File: src/rtl/ecc_encode_pipe_if.sv
// -----------------------------------------------------------------------------
// ecc_encode_pipe_if
//
// Purpose: bundles the upstream word handshake (with its per-word injection
// controls) and the downstream codeword handshake of ecc_encode_pipe.
//
// Signals:
//   s_valid / s_ready   upstream handshake
//   s_data   [DW]       raw data word
//   inj_mode [2]        00 none, 01 single flip, 10 double flip, 11 none
//   inj_pos0 [PIW]      first codeword bit index to flip
//   inj_pos1 [PIW]      second codeword bit index to flip (mode 10 only)
//   m_valid / m_ready   downstream handshake
//   m_data   [CW]       SECDED codeword
//
// Modports:
//   slave  - the encoder (consumes s_*, produces m_*)
//   master - the environment driving the encoder
// -----------------------------------------------------------------------------
interface ecc_encode_pipe_if #(
   parameter int DW = 64
);
   localparam int PW  = $clog2(1 + DW + $clog2(1 + DW));
   localparam int CW  = DW + PW + 1;
   localparam int PIW = $clog2(CW);

   logic            s_valid;
   logic            s_ready;
   logic [DW-1:0]   s_data;
   logic [1:0]      inj_mode;
   logic [PIW-1:0]  inj_pos0;
   logic [PIW-1:0]  inj_pos1;
   logic            m_valid;
   logic            m_ready;
   logic [CW-1:0]   m_data;

   modport slave (
      input  s_valid, s_data, inj_mode, inj_pos0, inj_pos1, m_ready,
      output s_ready, m_valid, m_data
   );

   modport master (
      output s_valid, s_data, inj_mode, inj_pos0, inj_pos1, m_ready,
      input  s_ready, m_valid, m_data
   );
endinterface

File: src/rtl/ecc_encode_pipe.sv
// -----------------------------------------------------------------------------
// ecc_encode_pipe
//
// Purpose: two-stage pipelined Hamming SECDED encoder with valid/ready on both
// sides and optional per-word bit-flip injection. Produces the codeword format
// consumed by ecc_decode:
//   - Hamming positions are 1-based, position p lives at bit p-1
//   - power-of-two positions carry parity, data fills the rest in ascending
//     order starting with s_data[0]
//   - the top bit is the XOR of all lower bits (even overall parity)
//
// Ports:
//   clk       clock, rising edge
//   rst_n     asynchronous active-low reset
//   bus       ecc_encode_pipe_if.slave (s_* word in, m_* codeword out)
//   word_cnt  codewords delivered, saturating
//   inj_cnt   delivered codewords carrying at least one applied flip, saturating
//
// Pipeline:
//   S1 registers the data word, its Hamming parity and the injection controls.
//   S2 forms the overall parity, applies the flips and registers m_data.
//   A stage loads when empty or when its contents move on in the same cycle,
//   which gives full throughput and a combinational m_ready -> s_ready path.
// -----------------------------------------------------------------------------
module ecc_encode_pipe #(
   parameter int DW    = 64,
   parameter int CNT_W = 32
) (
   input  logic             clk,
   input  logic             rst_n,
   ecc_encode_pipe_if.slave bus,
   output logic [CNT_W-1:0] word_cnt,
   output logic [CNT_W-1:0] inj_cnt
);

   localparam int PW  = $clog2(1 + DW + $clog2(1 + DW));
   localparam int HW  = DW + PW;          // Hamming part, without overall parity
   localparam int CW  = HW + 1;
   localparam int PIW = $clog2(CW);

   // Highest valid flip index; anything above it is silently ignored.
   localparam logic [PIW-1:0] POS_MAX = PIW'(CW - 1);

   // 1-based Hamming position of data bit k (k-th non-power-of-two position).
   function automatic int data_pos(input int k);
      int res;
      int cnt;
      res = 0;
      cnt = 0;
      for (int q = 1; q <= HW; q++) begin
         if ((q & (q - 1)) != 0) begin
            if (cnt == k) res = q;
            cnt++;
         end
      end
      return res;
   endfunction

   // Bits covered by parity i: every position whose index has bit i set.
   // Parity slots themselves are zero when this mask is applied, so they
   // never contribute.
   function automatic logic [HW-1:0] cover_mask(input int i);
      logic [HW-1:0] m;
      m = '0;
      for (int q = 1; q <= HW; q++) begin
         if (((q >> i) & 1) != 0) m[q-1] = 1'b1;
      end
      return m;
   endfunction

   // ------------------------------------------------------------------
   // Handshake / stage advance
   // ------------------------------------------------------------------
   logic v1_q, v1_d;
   logic v2_q, v2_d;
   logic ld1, ld2, accept, deliver;

   assign ld2     = ~v2_q | bus.m_ready;
   assign ld1     = ~v1_q | ld2;
   assign accept  = bus.s_valid & ld1;
   assign deliver = v2_q & bus.m_ready;

   assign bus.s_ready = ld1;
   assign bus.m_valid = v2_q;

   // ------------------------------------------------------------------
   // S1 input side: scatter data into Hamming positions, compute parity
   // ------------------------------------------------------------------
   logic [HW-1:0] ham_in;
   logic [PW-1:0] par_in;

   genvar gi;
   generate
      for (gi = 0; gi < DW; gi++) begin : g_place_in
         localparam int POS = data_pos(gi);
         assign ham_in[POS-1] = bus.s_data[gi];
      end
      for (gi = 0; gi < PW; gi++) begin : g_zero_in
         assign ham_in[(1 << gi) - 1] = 1'b0;
      end
      for (gi = 0; gi < PW; gi++) begin : g_par_in
         localparam logic [HW-1:0] MASK = cover_mask(gi);
         assign par_in[gi] = ^(ham_in & MASK);
      end
   endgenerate

   // ------------------------------------------------------------------
   // S1 registers
   // ------------------------------------------------------------------
   logic [DW-1:0]  d1_q,        d1_d;
   logic [PW-1:0]  par1_q,      par1_d;
   logic [1:0]     inj_mode1_q, inj_mode1_d;
   logic [PIW-1:0] inj_pos0_1_q, inj_pos0_1_d;
   logic [PIW-1:0] inj_pos1_1_q, inj_pos1_1_d;

   // ------------------------------------------------------------------
   // S2 input side: rebuild the Hamming word, add overall parity, inject
   // ------------------------------------------------------------------
   logic [HW-1:0] ham1;
   logic [CW-1:0] cw_clean;
   logic [CW-1:0] flip_mask;
   logic [CW-1:0] cw_inj;
   logic          inj_hit;

   generate
      for (gi = 0; gi < DW; gi++) begin : g_place_s1
         localparam int POS = data_pos(gi);
         assign ham1[POS-1] = d1_q[gi];
      end
      for (gi = 0; gi < PW; gi++) begin : g_par_s1
         assign ham1[(1 << gi) - 1] = par1_q[gi];
      end
   endgenerate

   // Overall parity is formed on the clean word, so injected flips show up
   // as genuine parity errors at the decoder.
   assign cw_clean = {^ham1, ham1};

   // Flips are OR-ed into one mask: equal positions collapse to one flip.
   always_comb begin
      flip_mask = '0;
      case (inj_mode1_q)
         2'b01: begin
            if (inj_pos0_1_q <= POS_MAX) flip_mask = flip_mask | (CW'(1) << inj_pos0_1_q);
         end
         2'b10: begin
            if (inj_pos0_1_q <= POS_MAX) flip_mask = flip_mask | (CW'(1) << inj_pos0_1_q);
            if (inj_pos1_1_q <= POS_MAX) flip_mask = flip_mask | (CW'(1) << inj_pos1_1_q);
         end
         default: flip_mask = '0;
      endcase
   end

   assign cw_inj  = cw_clean ^ flip_mask;
   assign inj_hit = |flip_mask;

   // ------------------------------------------------------------------
   // S2 registers and counters
   // ------------------------------------------------------------------
   logic [CW-1:0]    m_data_q,   m_data_d;
   logic             inj2_q,     inj2_d;
   logic [CNT_W-1:0] word_cnt_q, word_cnt_d;
   logic [CNT_W-1:0] inj_cnt_q,  inj_cnt_d;

   assign bus.m_data = m_data_q;
   assign word_cnt   = word_cnt_q;
   assign inj_cnt    = inj_cnt_q;

   // ------------------------------------------------------------------
   // Next-state logic
   // ------------------------------------------------------------------
   always_comb begin
      v1_d         = v1_q;
      d1_d         = d1_q;
      par1_d       = par1_q;
      inj_mode1_d  = inj_mode1_q;
      inj_pos0_1_d = inj_pos0_1_q;
      inj_pos1_1_d = inj_pos1_1_q;
      v2_d         = v2_q;
      m_data_d     = m_data_q;
      inj2_d       = inj2_q;
      word_cnt_d   = word_cnt_q;
      inj_cnt_d    = inj_cnt_q;

      // S1: inputs are captured only on an actual handshake.
      if (ld1) begin
         v1_d = accept;
         if (accept) begin
            d1_d         = bus.s_data;
            par1_d       = par_in;
            inj_mode1_d  = bus.inj_mode;
            inj_pos0_1_d = bus.inj_pos0;
            inj_pos1_1_d = bus.inj_pos1;
         end
      end

      // S2: m_data only changes when a new word moves in, so it is held
      // stable while the output is stalled.
      if (ld2) begin
         v2_d = v1_q;
         if (v1_q) begin
            m_data_d = cw_inj;
            inj2_d   = inj_hit;
         end
      end

      if (deliver) begin
         if (word_cnt_q != '1) word_cnt_d = word_cnt_q + CNT_W'(1);
         if (inj2_q && (inj_cnt_q != '1)) inj_cnt_d = inj_cnt_q + CNT_W'(1);
      end
   end

   // ------------------------------------------------------------------
   // State registers
   // ------------------------------------------------------------------
   always_ff @(posedge clk or negedge rst_n) begin
      if (!rst_n) begin
         v1_q         <= 1'b0;
         d1_q         <= '0;
         par1_q       <= '0;
         inj_mode1_q  <= '0;
         inj_pos0_1_q <= '0;
         inj_pos1_1_q <= '0;
         v2_q         <= 1'b0;
         m_data_q     <= '0;
         inj2_q       <= 1'b0;
         word_cnt_q   <= '0;
         inj_cnt_q    <= '0;
      end else begin
         v1_q         <= v1_d;
         d1_q         <= d1_d;
         par1_q       <= par1_d;
         inj_mode1_q  <= inj_mode1_d;
         inj_pos0_1_q <= inj_pos0_1_d;
         inj_pos1_1_q <= inj_pos1_1_d;
         v2_q         <= v2_d;
         m_data_q     <= m_data_d;
         inj2_q       <= inj2_d;
         word_cnt_q   <= word_cnt_d;
         inj_cnt_q    <= inj_cnt_d;
      end
   end

endmodule

File: src/flat_wrapper.sv
// flat-port wrapper written by rule: the top's interface ports become plain ports
module ecc_encode_pipe_flat 
#(
   parameter int DW    = 64,
   parameter int CNT_W = 32
)
  (clk, rst_n, word_cnt, inj_cnt, bus_s_valid, bus_s_data, bus_inj_mode, bus_inj_pos0, bus_inj_pos1, bus_m_ready, bus_s_ready, bus_m_valid, bus_m_data);
  ecc_encode_pipe_if #(.DW(DW)) bus_i ();
  input  logic clk;
  input  logic rst_n;
  output logic [CNT_W-1:0] word_cnt;
  output logic [CNT_W-1:0] inj_cnt;
  input wire logic [$bits(bus_i.s_valid)-1:0] bus_s_valid;
  input wire logic [$bits(bus_i.s_data)-1:0] bus_s_data;
  input wire logic [$bits(bus_i.inj_mode)-1:0] bus_inj_mode;
  input wire logic [$bits(bus_i.inj_pos0)-1:0] bus_inj_pos0;
  input wire logic [$bits(bus_i.inj_pos1)-1:0] bus_inj_pos1;
  input wire logic [$bits(bus_i.m_ready)-1:0] bus_m_ready;
  output wire logic [$bits(bus_i.s_ready)-1:0] bus_s_ready;
  output wire logic [$bits(bus_i.m_valid)-1:0] bus_m_valid;
  output wire logic [$bits(bus_i.m_data)-1:0] bus_m_data;
  assign bus_i.s_valid = bus_s_valid;
  assign bus_i.s_data = bus_s_data;
  assign bus_i.inj_mode = bus_inj_mode;
  assign bus_i.inj_pos0 = bus_inj_pos0;
  assign bus_i.inj_pos1 = bus_inj_pos1;
  assign bus_i.m_ready = bus_m_ready;
  assign bus_s_ready = bus_i.s_ready;
  assign bus_m_valid = bus_i.m_valid;
  assign bus_m_data = bus_i.m_data;
  ecc_encode_pipe #(.DW(DW), .CNT_W(CNT_W)) u_core (.clk(clk), .rst_n(rst_n), .bus(bus_i), .word_cnt(word_cnt), .inj_cnt(inj_cnt));
endmodule
File: config.mk
export PLATFORM = sky130hd
export DESIGN_NAME = ecc_encode_pipe_flat
export DESIGN_NICKNAME = d
export VERILOG_FILES = /design/src/rtl/ecc_encode_pipe_if.sv /design/src/rtl/ecc_encode_pipe.sv /design/src/flat_wrapper.sv
export SDC_FILE = /design/constraint.sdc
export NUM_CORES = 1
export LEC_CHECK = 0
export BUFFER_PORTS_ARGS = -buffer_cell sky130_fd_sc_hd__buf_2
export CAP_MARGIN = 20
export CORE_MARGIN = 1.5
export CORE_UTILIZATION = 35
export DETAILED_ROUTE_END_ITERATION = 8
export GPL_TIMING_DRIVEN = 0
export PLACE_DENSITY = 0.55
export SETUP_SLACK_MARGIN = 0.3
export SLEW_MARGIN = 20
export SYNTH_ARGS = -nofsm -noshare
export SYNTH_HDL_FRONTEND = slang
export SYNTH_SLANG_ARGS = --single-unit
File: constraint.sdc
create_clock -name clk -period 2.45 [get_ports clk]
set_input_delay 0.49 -clock clk [delete_from_list [all_inputs] [get_ports clk]]
set_output_delay 0.49 -clock clk [all_outputs]
set_load 0.02 [all_outputs]
## Word level (Yosys, flattened, before mapping)

Index checks and enable logic that the tools add are counted.

- Bits of input ports: 84
- Bits in registers: 226

- Muxes and demuxes: 4
- Shift-type cells: 2
- Equality and inequality tests: 4
- Reductions and logical operators: 14
- $add $sub $neg: 2
- Bitwise gates (word level): 8
- $lt $le $gt $ge: 2

Operators with widths:

| kind | number |
|---|---|
| XOR reduction 71 bit | 8 |
| two-way mux 72 bit | 3 |
| one-hot mux 72 bit (2 select lines) | 1 |
| << shifter 1 x 7 -> 72 bit (first input constant) | 2 |
| OR 72 bit | 1 |
| OR reduction 72 bit | 1 |
| XOR 72 bit | 1 |
| adder 32 x 1 -> 32 bit (second input constant) | 2 |
| inequality test 32 bit (second input constant) | 2 |
| <= comparator 7 bit (second input constant) | 2 |
| AND reduction 2 bit | 4 |
| AND 1 bit | 2 |
| equality test 2 x 1 -> 1 bit (second input constant) | 1 |
| equality test 2 bit (second input constant) | 1 |
| NOT 1 bit | 2 |
| OR 1 bit | 2 |
| logical AND 1 bit | 1 |

## Logic depth before layout (Yosys ltp)

Gate-level depths: netlist of the first run.

- Depth in word-level cells: 7
- Depth in mapped cells: 11
- Gate-level depth less buffers: 9

## Worst setup path before layout of the first run

OpenSTA, ideal clock, no wires.

- Path type: flip-flop to flip-flop
- Start: register u_core.inj_mode1_q[0]
- End: register u_core.inj2_q
- Clock period less this slack: 2264 ps
- Slack: 186 ps
- Buffers on the path: 2
- Data arrival time: 2140 ps
- Cell stages (with the launch flop): 12
- Setup time: 124 ps
- Required time: 2326 ps
- Cells stage by stage: dfrtp_1 inv_1 ha_1 buf_2 nor2b_1 and3_1 clkbuf_1 a22oi_1 nor2_1 nor4_1 nand4_1 o31a_1

- Cells in the longest elaborated chain, start to end: 3
- Elaborated cells on any way between the ends: 4

RTL lines:

| what | line | text |
|---|---|---|
| start, declared | ecc_encode_pipe.sv:112 | `logic [1:0] inj_mode1_q, inj_mode1_d;` |
| start signal, assigned | ecc_encode_pipe.sv:233 | `inj_mode1_q <= inj_mode1_d;` |
| equality test 2 bit or equality test 2 x 1 -> 1 bit (tied branches) | ecc_encode_pipe.sv:142 | `case (inj_mode1_q)` |
| one-hot mux 72 bit (2 select lines) (*) | ecc_encode_pipe.sv:142 |  |
| OR reduction 72 bit (*) | ecc_encode_pipe.sv:155 | `assign inj_hit = \|flip_mask;` |
| end signal, assigned | ecc_encode_pipe.sv:238 | `inj2_q <= inj2_d;` |
| end, declared | ecc_encode_pipe.sv:161 | `logic inj2_q, inj2_d;` |

Every way passes the cells marked *; elsewhere a longest branch is shown, timed or not.
A chain may end at the register's enable or synchronous reset.

## Worst setup path after layout of the first run

- Start: register u_core.inj_mode1_q[1]
- End: register u_core.inj2_q

The elaborated chain is that of the path after synthesis.

==> results_dict.tcl, run 1 <==
set metrics [dict create \
    grt_pass1_vias 10700 \
    ir_drop_mv 0.536 \
    num-nets-final 1681 \
    dieArea_um2 38300 \
    yosys_warnings 0 \
    synth_common_cells "245 x xnor2_1, 226 x dfrtp_1, 105 x nand2_1, 85 x nor2_1, 83 x mux2_2" \
    clkSinkCount 226 \
    relSlewSlack_pct 49.5 \
    async_reset_ff_share_pct 100 \
    period_needed_ns 2.51 \
    start_util_pct 35.5 \
    h-tree-depth 1 \
    crit_start "u_core.inj_mode1_q[1]" \
    clock_path_buffers 3 \
    worstSetupStartpointType "register" \
    hold_end "u_core.v1_q" \
    post_drt_wl_per_cell_um 21.1 \
    rrSetupSlack_ns -0.06 \
    grt_first_pass_wirelength_um 65600 \
    crit_path_max_fanout 7 \
    syn_nets 1383 \
    synth_cell_types 60 \
    synthFlopType "dfrtp_1" \
    cts_tree "built" \
    whs_ns 0.141 \
    root_buffer "clkbuf_16" \
    grt_use_total_pct 22.5 \
    r2r_end "u_core.inj2_q" \
    synth_edf_count 0 \
    antenna_found_initial 1 \
    drt_iter0_drc 801 \
    r2r-start "u_core.inj_mode1_q[1]" \
    io_buffer_count 221 \
    fp.dieH_um 196 \
    drt_wl_total_um 43900 \
    leakagePower_nw 7.19 \
    synth_top_area_share_pct 43.5 \
    rsz0062_at_grt "true" \
    run_status "complete, but fails checks" \
    cts_buffers 27 \
    hold_start "bus_s_valid" \
    crit_type "register to register" \
    syn_area_per_cell_um2 10.0 \
    synth_most_common_cell "xnor2_1" \
    n_antenna_cell 0 \
    cp_data_arrival_time_ns 2.96 \
    tns_ns -0.0639 \
    p_per_area_nw_per_um2 873 \
    maxCapViolations 0 \
    grt_max_degree 93 \
    gp_congestion 0.926 \
    routed-via-count 10900 \
    drcViolationCount 0 \
    io_pins 222 \
    clk_latency_ns 0.56 \
    synth_area_um2 13000 \
    seq_area_frac_synth_pct 43.5 \
    slew_viol_final 0 \
    drive_above_1_share_pct 36.8 \
    violations "negative setup slack" \
    worst_pin_slew_ns 0.757 \
    finalSetupViolations 1 \
    hold_viol 0 \
    yosysTopAreaCell "dfrtp_1" \
    reg2reg_depth 10 \
    row_count 70 \
    clock_skew_ns 0.0150 \
    fill_cells 3490 \
    routed_via_density 5.22 \
    dpl.hpwl_um 33100 \
    synthCells 1295 \
    required_ns 2.89 \
    ant_nets 0 \
    synth_area_leaders "dfrtp_1 43%, xnor2_1 16%, mux2_2 7.2%" \
    min_path_cells 2 \
    timing.final.ws_setup_ns -0.0639 \
    die_w_um 196 \
    synth-seq-cells 226 \
    hp-class "input port to register" \
    path_clk_slew_ns 0.06 \
    firstDrtPassIters 5 \
    fmax_ghz 0.398 \
    critPathCaptureType "register" \
    period_share_pct 103 \
    fp.coreArea_um2 36600 \
    area_growth_syn_to_layout_pct 30.0 \
    overflow 0 \
]
==> per-layer routing <==
| metal | routed length (um) | GRT usage [%] | vias to the layer above |
|---|---|---|---|
| met5 | 13 | 0 | - |
| met4 | 908 | 5.87 | 2 |
| met3 | 2890 | 3.71 | 61 |
| met2 | 20600 | 37.2 | 372 |
| met1 | 19500 | 30.6 | 5385 |
| li1 | - | - | 5040 |
==> worst max path at each step <==
| stage | endpoint | cells after the start |
|---|---|---|
| 6_report | u_core.inj2_q | 10 |
| 5_1_grt | u_core.inj2_q | 8 |
| 4_1_cts | u_core.inj2_q | 11 |
| 3_5_place_dp | u_core.bus.m_data[4] | 8 |
| 3_3_place_gp | u_core.word_cnt[4] | 1 |
| 2_1_floorplan | u_core.inj2_q | 11 |
==> layout by cell type, fill, tap and decap left out, types with 9 or more instances in the layout <==
cell type    n
xnor2_2      9
nor4_1      12
a22oi_2     16
clkbuf_2    25
nand2b_1    16
buf_2      230
a21oi_1     12
and3_1      10
buf_4       34
nand3_1     37
nor2_1      54
xor2_1      73
a22oi_1     31
dfrtp_1    219
o21ai_1     43
o21bai_1     9
clkbuf_16   27
xnor2_1    235
nor3_2      10
nor2_2      25
o21ai_0     37
nand2_1    104
nor3_1      21
mux2_2      83
buf_6       19
inv_1       12
clkbuf_1    20
nand4_1     23
==> repair_timing <==
item / CTS / global route
hold endpoints to repair: 70 / 0
pin swaps: 31 / 29
setup endpoints to repair: 166 / 141
hold buffers: 1 / 0
setup buffers: 24 / 20
gates resized for setup: 111 / 129
cloned: 1 / 0
==> per-stage QoR <==
stage	util, %	power, mW	cells	setup WS (ns)	area [um^2]
finish	46.2	14.8	2081	-0.0639	16900
global route	46.2	15.5	2081	-0.161	16900
CTS	44.6	14.7	2061	0.0336	16300
detailed placement	40.5	10.4	1986	-0.715	14800
global placement	40.3	10.3	1984	-3.68	14700
floorplan	-	8.71	1295	0.304	13100
==> worst max-delay path: stages, from the launching register on <==
cell	delay, ns
dfrtp_1	0.42
ha_4	0.19
buf_6	0.13
o21bai_4	0.22
buf_6	0.18
nor3_4	0.07
a22oi_2	0.19
a31oi_1	0.15
nor4_2	0.37
o211ai_1	0.20
o31a_1	0.27
==> where the power goes <==
group | internal (mW) | switching, mW | total (mW) | leakage [nW]
registers | 4.39 | 0.651 | 5.04 | 2.77
clock network | 2.39 | 1.66 | 4.05 | 0.440
logic | 2.59 | 3.09 | 5.68 | 3.98
total | 9.37 | 5.40 | 14.8 | 7.19
==> area by class of cell <==
| type | instances | area [um^2] | share of cell area (%) |
|---|---|---|---|
| Buffer | 71 | 422 | 2.49 |
| Multi-Input combinational cell | 984 | 7690 | 45.5 |
| Clock inverter | 12 | 128 | 0.755 |
| Tap cell | 468 | 586 | 3.46 |
| Sequential cell | 226 | 5660 | 33.5 |
| Inverter | 14 | 52.6 | 0.311 |
| Timing Repair Buffer | 269 | 1600 | 9.47 |
| Clock buffer | 37 | 763 | 4.51 |
==> sequential cells by signal (all words and copies together) (netlist names) <==
register,count
u_core.word_cnt,32
u_core.inj2_q,1
u_core.v1_q,1
u_core.par1_q,7
u_core.d1_q,64
u_core.bus.m_valid,1
u_core.inj_mode1_q,2
u_core.inj_pos1_1_q,7
u_core.bus.m_data,72
u_core.inj_pos0_1_q,7
u_core.inj_cnt,32
==> logic make-up (layout without fill, tap and decap cells) <==
kind of cell | after synthesis | count (layout) | share of synthesized area [%]
muxes | 83 | 83 | 7.18
DFF | 226 | 226 | 43.5
xor gates and xnor gates | 325 | 325 | 22.1
and+or+nand+nor | 397 | 397 | 15.6
buffers and inverters | 85 | 403 | 2.68
adders and majority gates | 5 | 5 | 0.462
AOI/OAI and AO/OA | 174 | 174 | 8.52
Note: power is estimated with default switching activity, not from simulation.
==> run 2, diff against run 1 <==
--- a/config.mk
+++ b/config.mk
@@ -8,11 +8,13 @@
 export BUFFER_PORTS_ARGS = -buffer_cell sky130_fd_sc_hd__buf_2
 export CAP_MARGIN = 20
 export CORE_MARGIN = 1.5
-export CORE_UTILIZATION = 35
+export CORE_UTILIZATION = 55
+export CTS_CLUSTER_SIZE = 24
 export DETAILED_ROUTE_END_ITERATION = 8
 export GPL_TIMING_DRIVEN = 0
-export PLACE_DENSITY = 0.55
+export PLACE_DENSITY = 0.79
 export SETUP_SLACK_MARGIN = 0.3
+export SKIP_CTS_REPAIR_TIMING = 1
 export SLEW_MARGIN = 20
 export SYNTH_ARGS = -nofsm -noshare
 export SYNTH_HDL_FRONTEND = slang
==> results_dict.tcl, run 2 (same netlist as run 1, synthesis figures left out) <==
set metrics [dict create \
    fp.dieH_um 157 \
    tns_ns -0.0635 \
    largest_register_ffs 72 \
    period_needed_ns 2.51 \
    hp-class "input port to register" \
    hold_end "u_core.inj_pos1_1_q[0]" \
    cpMaxStageDelayCell "dfrtp_1" \
    relSlewSlack_pct 46.5 \
    layoutNonFillerInstCount 1925 \
    crit_type "register to register" \
    grt_first_pass_wirelength_um 59300 \
    cts_buffers 25 \
    wl_met3_um 3870 \
    most-common-layout-cells "232 x buf_2, 230 x xnor2_1, 221 x dfrtp_1" \
    io_buffer_count 221 \
    h-tree-depth 1 \
    slew_viol_final 0 \
    timing.final.ws_setup_ns -0.0635 \
    critical_path_buf_inv_count 2 \
    hold_start "bus_inj_pos1[0]" \
    ant_nets 0 \
    worstSetupStartpointType "register" \
    ir_drop_mv 0.730 \
    fmax_ghz 0.398 \
    drt_iter0_drc 1318 \
    grt_pass1_vias 10600 \
    topRoutingLayerUsed "met4" \
    worst_pin_slew_ns 0.803 \
    reg2reg_depth 10 \
    final_common_cell "buf_2" \
    crit_top_cell "buf_6" \
    maxCapViolations 0 \
    r2r_end "u_core.inj2_q" \
    run_status "complete, but fails checks" \
    final_core_util_pct 72.3 \
    crit_path_max_fanout 8 \
    area_growth_syn_to_layout_pct 29.7 \
    routed_via_density 5.96 \
    finalSetupViolations 1 \
    drt_wl_total_um 41600 \
    p_total_mw 14.8 \
    gp_congestion 0.963 \
    num-nets-final 1673 \
    cp_cell_sequence "ha_4 > buf_6 > o21bai_4 > buf_6 > nor3_4 > a22oi_2 > nor2_4 > nor4_2 > nand4_1 > o31a_1" \
    fp.coreArea_um2 23300 \
    rrSetupSlack_ns -0.06 \
    hold_viol 0 \
    clock_skew_ns 0.0248 \
    placed_cells 1837 \
    routed-via-count 11500 \
    post_drt_wl_per_cell_um 21.6 \
    firstDrtPassIters 8 \
    critPathCaptureType "register" \
    p_per_area_nw_per_um2 876 \
    root_buffer "clkbuf_16" \
    min_path_cells 2 \
    clk_latency_ns 0.54 \
    path_clk_slew_ns 0.07 \
    drive_above_1_share_pct 38.3 \
    wl_met1_um 16300 \
    dieArea_um2 24600 \
    antenna_found_initial 1 \
    grt_max_degree 100 \
    start_util_pct 55.8 \
    rsz0062_at_grt "true" \
    dpl.hpwl_um 29200 \
    cp_data_arrival_time_ns 2.92 \
    overflow 0 \
    route.met2.wl_um 19300 \
    r2r-start "u_core.inj_mode1_q[1]" \
    io_pins 222 \
    period_share_pct 103 \
    clock_path_buffers 3 \
    cp_top_family "compound AO/OA/AOI/OAI gates" \
    clkSinkCount 226 \
    violations "negative setup slack" \
    row_count 56 \
    grt_use_total_pct 31.3 \
    drcViolationCount 0 \
    critical-path-max-stage-delay_ns 0.42 \
    cts_tree "built" \
    required_ns 2.86 \
    die_w_um 157 \
    leakagePower_nw 7.20 \
]
-- run 2: cell count changes in the layout (fill, tap and decap cells not counted), moves of 7 or more --
cell,change
a22oi_1,-10
a22oi_2,+10
nor2_1,-11
nor2_4,+11
o21ai_0,-7
-- run 2: worst max path at each step --
| stage | startpoint | end | slack [ns] | cells after the start |
|---|---|---|---|---|
| 3_5_place_dp | bus_m_ready | u_core.bus.m_data[1] | -0.49 | 8 |
| 5_1_grt | u_core.inj_mode1_q[0] | u_core.inj2_q | -0.07 | 11 |
| 6_report | u_core.inj_mode1_q[1] | u_core.inj2_q | -0.06 | 10 |
| 2_1_floorplan | u_core.inj_mode1_q[0] | u_core.inj2_q | 0.30 | 11 |
| 4_1_cts | u_core.inj_mode1_q[0] | u_core.inj2_q | -0.42 | 8 |
| 3_3_place_gp | rst_n | u_core.word_cnt[6] | -3.38 | 1 |
-- run 2: area by class of cell --
class,instances,area [um^2]
Multi-Input combinational cell,984,7960
Timing Repair Buffer,263,1550
Fill cell,1667,6450
Tap cell,319,399
Clock inverter,9,106
Antenna cell,2,5.00
Buffer,71,415
Inverter,14,52.6
Sequential cell,226,5660
Clock buffer,37,731
-- run 2: report_power, final --
part / internal, mW / leakage, nW / switching, mW
clock network: 2.28 / 0.403 / 1.59
registers: 4.39 / 2.77 / 0.678
logic: 2.63 / 4.03 / 3.22
total: 9.29 / 7.20 / 5.49
-- run 2: worst register-to-register path, stage by stage, from the launching register on --
cell	delay [ns]
dfrtp_1	0.42
ha_4	0.20
buf_6	0.13
o21bai_4	0.25
buf_6	0.17
nor3_4	0.08
a22oi_2	0.27
nor2_4	0.08
nor4_2	0.25
nand4_1	0.20
o31a_1	0.34
-- run 2: routing by layer --
layer	global-route usage, %	vias to the layer above
li1	-	5036
met1	40.7	5608
met2	51.0	664
met3	5.95	165
met4	13.1	0
met5	0	-
-- run 2: stage by stage --
| step | area (um^2) | hold slack (ns) | setup WS (ns) |
|---|---|---|---|
| floorplan | 13100 | 0.194 | 0.304 |
| global placement | 14600 | 0.458 | -3.38 |
| detailed placement | 14600 | 0.371 | -0.485 |
| CTS | 15500 | -0.178 | -0.423 |
| global route | 16900 | 0.193 | -0.0742 |
| finish | 16900 | 0.193 | -0.0635 |
==> run 3, diff against run 2 <==
--- a/config.mk
+++ b/config.mk
@@ -7,7 +7,6 @@
 export LEC_CHECK = 0
 export BUFFER_PORTS_ARGS = -buffer_cell sky130_fd_sc_hd__buf_2
 export CAP_MARGIN = 20
-export CORE_MARGIN = 1.5
 export CORE_UTILIZATION = 55
 export CTS_CLUSTER_SIZE = 24
 export DETAILED_ROUTE_END_ITERATION = 8
==> constraint.sdc (replaced) <==
create_clock -name clk -period 2.8 [get_ports clk]
set_input_delay 0.56 -clock clk [delete_from_list [all_inputs] [get_ports clk]]
set_output_delay 0.56 -clock clk [all_outputs]
set_load 0.02 [all_outputs]
==> results_dict.tcl, run 3 (same netlist as run 1, synthesis figures left out) <==
set metrics [dict create \
    run_status "complete, no violations" \
    fmax_ghz 0.380 \
    tns_ns 0 \
    whs_ns 0.250 \
    place_area_um2 14600 \
    clk_latency_ns 0.54 \
    num-nets-final 1645 \
    clkSinkCount 226 \
    io_pins 222 \
    placed_cells 1831 \
    largest_register_ffs 72 \
    pre_cts_ws_ns -0.143 \
    p_total_mw 12.3 \
    grt_max_degree 94 \
    n_antenna_cell 0 \
    most-common-layout-cells "245 x xnor2_1, 233 x buf_2, 226 x dfrtp_1" \
    relSlewSlack_pct 36.4 \
    timing.final.ws_setup_ns 0.166 \
    crit_type "register to register" \
    hold_viol 0 \
    finalSetupViolations 0 \
    leakagePower_nw 6.75 \
    root_buffer "clkbuf_16" \
    critPathCaptureType "register" \
    dpl.hpwl_um 29400 \
    drt_iter0_drc 1099 \
    post_drt_wl_per_cell_um 20.4 \
    area_growth_syn_to_layout_pct 20.6 \
    gp_congestion 0.974 \
    fin_area_um2 15700 \
    ir_drop_mv 0.687 \
    clock_path_buffers 3 \
    drcViolationCount 0 \
    ant_nets 0 \
    die_w_um 156 \
    fp.dieH_um 156 \
    grt_use_total_pct 31.7 \
    clock_skew_ns 0.00819 \
    hold_start "bus_inj_pos1[5]" \
    rsz0062_at_grt "true" \
    path_clk_slew_ns 0.06 \
    row_count 55 \
    routed-via-count 10900 \
    period_needed_ns 2.63 \
    layoutNonFillerInstCount 1888 \
    p_per_area_nw_per_um2 785 \
    fp.coreArea_um2 22900 \
    antenna_found_initial 0 \
    crit_path_max_fanout 10 \
    grt_pass1_vias 10500 \
    crit_start "u_core.inj_mode1_q[0]" \
    overflow 0 \
    required_ns 3.22 \
    maxCapViolations 0 \
    routed_via_density 5.78 \
    grt_first_pass_wirelength_um 58800 \
    r2r-start "u_core.inj_mode1_q[0]" \
    firstDrtPassIters 7 \
    dieArea_um2 24300 \
    drive_above_1_share_pct 28.4 \
    period_share_pct 94.1 \
    cp_data_arrival_time_ns 3.05 \
    slew_viol_final 0 \
    io_buffer_count 221 \
    final_common_cell "xnor2_1" \
    hp-class "input port to register" \
    h-tree-depth 1 \
    drt_wl_total_um 38600 \
    worst_pin_slew_ns 0.946 \
    final_core_util_pct 68.5 \
    worstSetupStartpointType "register" \
    cts_buffers 26 \
    start_util_pct 56.8 \
    cts_tree "built" \
]
-- run 3: per-layer routing --
metal  vias to the layer above  wire [um]  track usage (%)  part of all wire, %
li1                       4959          -                -                    -
met1                      5307      16200             42.8                   42
met2                       532      17800             51.6                   46
met3                       109       2920             5.00                  7.6
met4                         0       1590             11.5                  4.1
met5                         -          0                0                    0
-- run 3: layout make-up --
| cell class | instances | area [um^2] |
|---|---|---|
| fill | 1795 | 7220 |
| buffer | 71 | 325 |
| inverter | 14 | 52.6 |
| multi-input combinational | 984 | 7190 |
| clock inverter | 9 | 67.6 |
| tap | 313 | 392 |
| sequential | 226 | 5660 |
| clock buffer | 37 | 752 |
| timing repair buffer | 234 | 1260 |
-- run 3: critical path, stage by stage (launching register included) --
cell	delay, ns
dfrtp_1	0.39
inv_1	0.06
ha_2	0.19
buf_6	0.14
nor2b_2	0.19
and3_4	0.21
buf_4	0.16
a22oi_2	0.20
nor2_2	0.08
nor4_2	0.31
nand4_1	0.22
o31a_1	0.35
-- run 3: final timing paths --
check / cells past startpoint / slack [ns] / end
max: 11 / 0.17 / u_core.inj2_q
min: 2 / 0.25 / u_core.inj_pos1_1_q[5]
max reg2reg: 11 / 0.17 / u_core.inj2_q
min reg2reg: 1 / 0.48 / u_core.inj_cnt[23]
max in group asynchronous: 4 / 1.03 / u_core.bus.m_data[64]
min in group asynchronous: 2 / 0.51 / u_core.inj_cnt[13]
-- run 3: report_power, final --
part / switching [mW] / internal, mW
sequential: 0.547 / 3.84
clock: 1.37 / 1.87
combinational: 2.59 / 2.11
total: 4.51 / 7.81
